==> config.mk <==
export PLATFORM = sky130hd
export DESIGN_NAME = req_arbiter
export DESIGN_NICKNAME = d
export VERILOG_FILES = /design/src/rtl/req_arbiter.sv
export SDC_FILE = /design/constraint.sdc
export NUM_CORES = 1
export LEC_CHECK = 0
export ABC_AREA = 1
export CAP_MARGIN = 20
export CORE_AREA = 2 2 44 66
export DETAILED_ROUTE_END_ITERATION = 8
export DIE_AREA = 0 0 46 68
export DONT_BUFFER_PORTS = 1
export SLEW_MARGIN = 5
export SYNTH_ARGS = -nofsm -noshare
export SYNTH_HDL_FRONTEND = slang
export SYNTH_SLANG_ARGS = --single-unit
==> constraint.sdc <==
create_clock -name clk -period 1.85 [get_ports clk]
set_clock_uncertainty 0.1 [all_clocks]
set_input_delay 0.4625 -clock clk [delete_from_list [all_inputs] [get_ports clk]]
set_output_delay 0.4625 -clock clk [all_outputs]
set_load 0.005 [all_outputs]
==> src/rtl/req_arbiter.sv <==
`default_nettype none
// ============================================================================
//  Module   : req_arbiter
//  Purpose  : Four-requester arbiter for one shared downstream resource.
//             Fixed priority (3 highest) or rotating round-robin priority.
//             An owner keeps the grant until it drops its request or the
//             hold limit expires; every release is followed by one idle
//             cycle before re-arbitration.
//  Ports    : clk       - clock, rising edge
//             rst       - synchronous active-high reset
//             req[3:0]  - request vector, bit i = requester i
//             rr_en     - 1 = round-robin, 0 = fixed priority (used in IDLE)
//             gnt[3:0]  - registered one-hot grant
//             gnt_id    - registered encoded grant index
//             gnt_valid - high while a grant is held
//             timeout   - one-cycle pulse when the hold limit revokes a grant
//  Revision : 1.0 - initial release
// ============================================================================
module req_arbiter #(
    parameter int MAX_HOLD = 8,   // max consecutive grant cycles, 0 = no limit
    parameter int CNT_W    = 4    // hold counter width, 2**CNT_W > MAX_HOLD
) (
    input  logic       clk,
    input  logic       rst,
    input  logic [3:0] req,
    input  logic       rr_en,
    output logic [3:0] gnt,
    output logic [1:0] gnt_id,
    output logic       gnt_valid,
    output logic       timeout
);

    typedef enum logic [0:0] {
        S_IDLE  = 1'b0,
        S_GRANT = 1'b1
    } state_t;

    // With no hold limit the counter never advances and expiry never fires.
    localparam logic             C_HOLD_EN   = (MAX_HOLD != 0);
    localparam logic [CNT_W-1:0] C_HOLD_LAST = (MAX_HOLD == 0) ? '0 : CNT_W'(MAX_HOLD - 1);

    state_t           state_q,     state_d;
    logic [3:0]       gnt_q,       gnt_d;
    logic [1:0]       gnt_id_q,    gnt_id_d;
    logic             gnt_valid_q, gnt_valid_d;
    logic             timeout_q,   timeout_d;
    logic [CNT_W-1:0] hold_cnt_q,  hold_cnt_d;
    logic [1:0]       last_id_q,   last_id_d;

    // ------------------------------------------------------------------
    // Winner selection. Both modes search downward starting one below a
    // base index and finishing on the base itself. Fixed mode uses base 0,
    // which yields the order 3,2,1,0; round-robin uses the last owner, so
    // the previous owner is considered last and a lone requester still wins.
    // ------------------------------------------------------------------
    logic [1:0] w_search_base;
    logic [1:0] w_cand;
    logic [1:0] w_win_id;
    logic       w_win_found;

    always_comb begin
        w_search_base = rr_en ? last_id_q : 2'b00;
        w_cand        = 2'b00;
        w_win_id      = 2'b00;
        w_win_found   = 1'b0;
        for (int k = 1; k <= 4; k++) begin
            w_cand = w_search_base - k[1:0];
            if (!w_win_found && req[w_cand]) begin
                w_win_id    = w_cand;
                w_win_found = 1'b1;
            end
        end
    end

    // ------------------------------------------------------------------
    // Next-state and output logic
    // ------------------------------------------------------------------
    always_comb begin
        state_d     = state_q;
        gnt_d       = gnt_q;
        gnt_id_d    = gnt_id_q;
        gnt_valid_d = gnt_valid_q;
        timeout_d   = 1'b0;
        hold_cnt_d  = hold_cnt_q;
        last_id_d   = last_id_q;

        case (state_q)
            S_IDLE: begin
                gnt_d       = 4'b0000;
                gnt_valid_d = 1'b0;
                if (|req) begin
                    state_d     = S_GRANT;
                    gnt_d       = 4'b0001 << w_win_id;
                    gnt_id_d    = w_win_id;
                    gnt_valid_d = 1'b1;
                    hold_cnt_d  = '0;
                end
            end

            S_GRANT: begin
                // Voluntary release is checked before expiry so that a
                // requester dropping on its last cycle gets no timeout pulse.
                // Other requesters are ignored here: no preemption.
                if (!req[gnt_id_q]) begin
                    state_d     = S_IDLE;
                    gnt_d       = 4'b0000;
                    gnt_valid_d = 1'b0;
                    last_id_d   = gnt_id_q;
                end else if (C_HOLD_EN && (hold_cnt_q == C_HOLD_LAST)) begin
                    state_d     = S_IDLE;
                    gnt_d       = 4'b0000;
                    gnt_valid_d = 1'b0;
                    last_id_d   = gnt_id_q;
                    timeout_d   = 1'b1;
                end else if (C_HOLD_EN) begin
                    hold_cnt_d = hold_cnt_q + 1'b1;
                end
            end

            default: begin
                state_d     = S_IDLE;
                gnt_d       = 4'b0000;
                gnt_valid_d = 1'b0;
            end
        endcase
    end

    // ------------------------------------------------------------------
    // State register
    // ------------------------------------------------------------------
    always_ff @(posedge clk) begin
        if (rst) begin
            state_q     <= S_IDLE;
            gnt_q       <= 4'b0000;
            gnt_id_q    <= 2'b00;
            gnt_valid_q <= 1'b0;
            timeout_q   <= 1'b0;
            hold_cnt_q  <= '0;
            last_id_q   <= 2'b00;
        end else begin
            state_q     <= state_d;
            gnt_q       <= gnt_d;
            gnt_id_q    <= gnt_id_d;
            gnt_valid_q <= gnt_valid_d;
            timeout_q   <= timeout_d;
            hold_cnt_q  <= hold_cnt_d;
            last_id_q   <= last_id_d;
        end
    end

    assign gnt       = gnt_q;
    assign gnt_id    = gnt_id_q;
    assign gnt_valid = gnt_valid_q;
    assign timeout   = timeout_q;

endmodule
`default_nettype wire

==> flow_metrics.env <==
export IMPL_outcome="finished clean"
export IMPL_fin_crit_ns=1.674
export IMPL_nets=161
export IMPL_cp_startpoint="gnt_id[0]"
export IMPL_path_class="flop to flop"
export IMPL_ys_seq_area_frac=0.3077
export IMPL_power_density_nw_per_um2=861.9
export IMPL_wl_per_cell_um=12.14
export IMPL_synth_area_leader_cell="dfxtp_1"
export IMPL_antenna_left=0
export IMPL_synth_top_flop_cell="dfxtp_1"
export IMPL_syn_area_um2=975.9
export IMPL_r2r_end="hold_cnt_q[3]"
export IMPL_cts_setup_buffers=0
export IMPL_wl_um=2149
export IMPL_tritoncts="done"
export IMPL_cts_buffers=3
export IMPL_fin_crit_sh=0.9046
export IMPL_syn_inst=148
export IMPL_drive_gt1_frac=0.1974
export IMPL_synth_async_reset_ratio=0
export IMPL_total_power_uw=902.7
export IMPL_cts_sinks=15
export IMPL_cts_path_max_buffers=2
export IMPL_n_fill_cell=280
export IMPL_synth_common_cells="nand2_1, nand3_1, inv_1, dfxtp_1, a21oi_1"
export IMPL_vias_per_cell=5.401
export IMPL_max_cap_violations=0
export IMPL_drt_iter0_markers=22
export IMPL_endpoint_kind="flop"
export IMPL_whs_path_depth=1
export IMPL_cts_root_buf="clkbuf_8"
export IMPL_fp_dieArea_um2=3128
export IMPL_fin_tns_setup_ns=0
export IMPL_fp_dieW_um=46
export IMPL_cp_required_ns=1.88
export IMPL_crit_arrival_ns=1.70
export IMPL_ys_ff_latch=15
export IMPL_hold_buffers=0
export IMPL_synth_top_area_share=0.3077
export IMPL_grt_pass1_wl_um=3691
export IMPL_yosysMostFrequentCell="nand2_1"
export IMPL_grt_usage=0.1613
export IMPL_rsz0062_at_grt="no"
export IMPL_num_vias=956
export IMPL_drc=0
export IMPL_clk_transition_reported_paths_ns=0.06
export IMPL_r2r_setup_slack_ns=0.18
export IMPL_synth_fp_nets=156
export IMPL_worstSkewPairLatency_ns=0.25
export IMPL_tightest_slew_ns=0.4504
export IMPL_hp_class="input pin to flop"
export IMPL_endpoint="hold_cnt_q[3]"
export IMPL_portBuffers=0
export IMPL_first_pass_iters=4
export IMPL_worst_path_max_fanout=7
export IMPL_slew_violations=0
export IMPL_area_growth_pct=7.307
export IMPL_critPathLaunchType="flop"
export IMPL_num_rows=23
export IMPL_synth_cell_type_count=24
export IMPL_start_util=0.3768
export IMPL_die_h_um=68
export IMPL_leakagePower_uw=0.0004805
export IMPL_slew_headroom=0.6970
export IMPL_antenna_found_initial=0
export IMPL_avgSynthCellArea_um2=6.594
export IMPL_antenna_cells=0
export IMPL_cts_htree_levels=1
export IMPL_yosys_warnings=0
export IMPL_fmax_ghz=0.5975
export IMPL_grt_pass1_vias=979
export IMPL_setup_viol=0
export IMPL_core_area_um2=2590
export IMPL_hold_viol=0
export IMPL_synth_edf_count=0
export IMPL_yosys_top_cells_area="dfxtp_1, nand2_1, nand3_1"
export IMPL_vdd_drop_max_mv=0.4034
export IMPL_rr_startpoint="gnt_id[0]"
export IMPL_place_congestion=0.8246
export IMPL_dpl_hpwl_um=1751
export IMPL_r2r_cells=7
export IMPL_pin_count=15
export IMPL_overflow=0
export IMPL_post_cts_resized=0
export IMPL_grt_max_degree=13
power breakdown:
group          internal [uW]  total (uW)  switching, uW
Combinational           91.1         249            158
Clock                    149         264            114
Sequential               355         390           34.3
state kept, by name, summed over array words and instances (netlist names):
signal / count
gnt: 4
gnt_id: 2
gnt_valid: 1
hold_cnt_q: 4
last_id_q: 2
state_q: 1
timeout: 1
worst max-delay path, stage by stage, from the launching register on:
cell     delay [ns]
dfxtp_1        0.48
a21oi_1        0.10
o21ai_0        0.11
nand3_1        0.18
nor2_4         0.21
nor2_2         0.10
nor3_1         0.20
nor3b_2        0.07
worst min path at each step:
| stage | startpoint | endpoint |
|---|---|---|
| finish | rst | gnt[3] |
| global route | rst | gnt[2] |
| CTS | rst | gnt[3] |
| detailed placement | hold_cnt_q[2] | hold_cnt_q[2] |
| global placement | hold_cnt_q[2] | hold_cnt_q[2] |
| floorplan | hold_cnt_q[2] | hold_cnt_q[2] |
cell families (layout without fill, tap and decap cells):
logic type	Yosys count	count (layout)	synth area share
AND/OR/NAND/NOR	88	88	0.4564
AO/OA/AOI/OAI	21	21	0.1167
adder cells (fa/ha/maj)	1	1	0.01282
flip-flops	15	15	0.3077
buffers and inverters	23	27	0.1064
cell usage in the layout (no fill, tap or decap):
| cell type | n |
|---|---|
| a21oi_1 | 10 |
| a31o_2 | 1 |
| buf_4 | 3 |
| clkbuf_8 | 3 |
| clkinv_2 | 1 |
| dfxtp_1 | 15 |
| ha_1 | 1 |
| inv_1 | 17 |
| inv_2 | 3 |
| nand2_1 | 35 |
| nand2_2 | 8 |
| nand3_1 | 20 |
| nand3_2 | 5 |
| nand4_1 | 3 |
| nor2_1 | 8 |
| nor2_2 | 4 |
| nor2_4 | 1 |
| nor3_1 | 2 |
| nor3b_2 | 1 |
| nor4_1 | 1 |
| o211ai_1 | 1 |
| o21a_1 | 1 |
| o21ai_0 | 6 |
| o21ai_1 | 2 |
layout make-up:
cell class / count / area [um2] / area share
inverter: 20 / 75.07 / 0.07168
multi-input combinational: 110 / 571.8 / 0.5460
clock buffer: 3 / 41.29 / 0.03943
clock inverter: 1 / 5.005 / 0.004779
sequential: 15 / 300.3 / 0.2867
timing repair buffer: 3 / 22.52 / 0.02151
tap: 25 / 31.28 / 0.02987
through the flow:
step	util	cell area [um2]	hold slack [ns]	std cells	worst slack (ns)
finish	0.4043	1047	0.1741	177	0.1765
detailed placement	0.3865	1001	0.3678	173	0.1319
CTS	0.4043	1047	0.1680	177	0.1812
global placement	0.3865	1001	0.3694	173	0.1446
global route	0.4043	1047	0.1677	177	0.01535
floorplan	-	975.9	0.3477	148	0.2996
metal layers:
metal	GRT usage	vias up	share of wire
li1	-	492	-
met1	0.1344	433	0.36
met2	0.3073	21	0.56
met3	0.03166	10	0.045
met4	0.1250	0	0.040
met5	0	-	0
(Power assumes the default switching activity.)
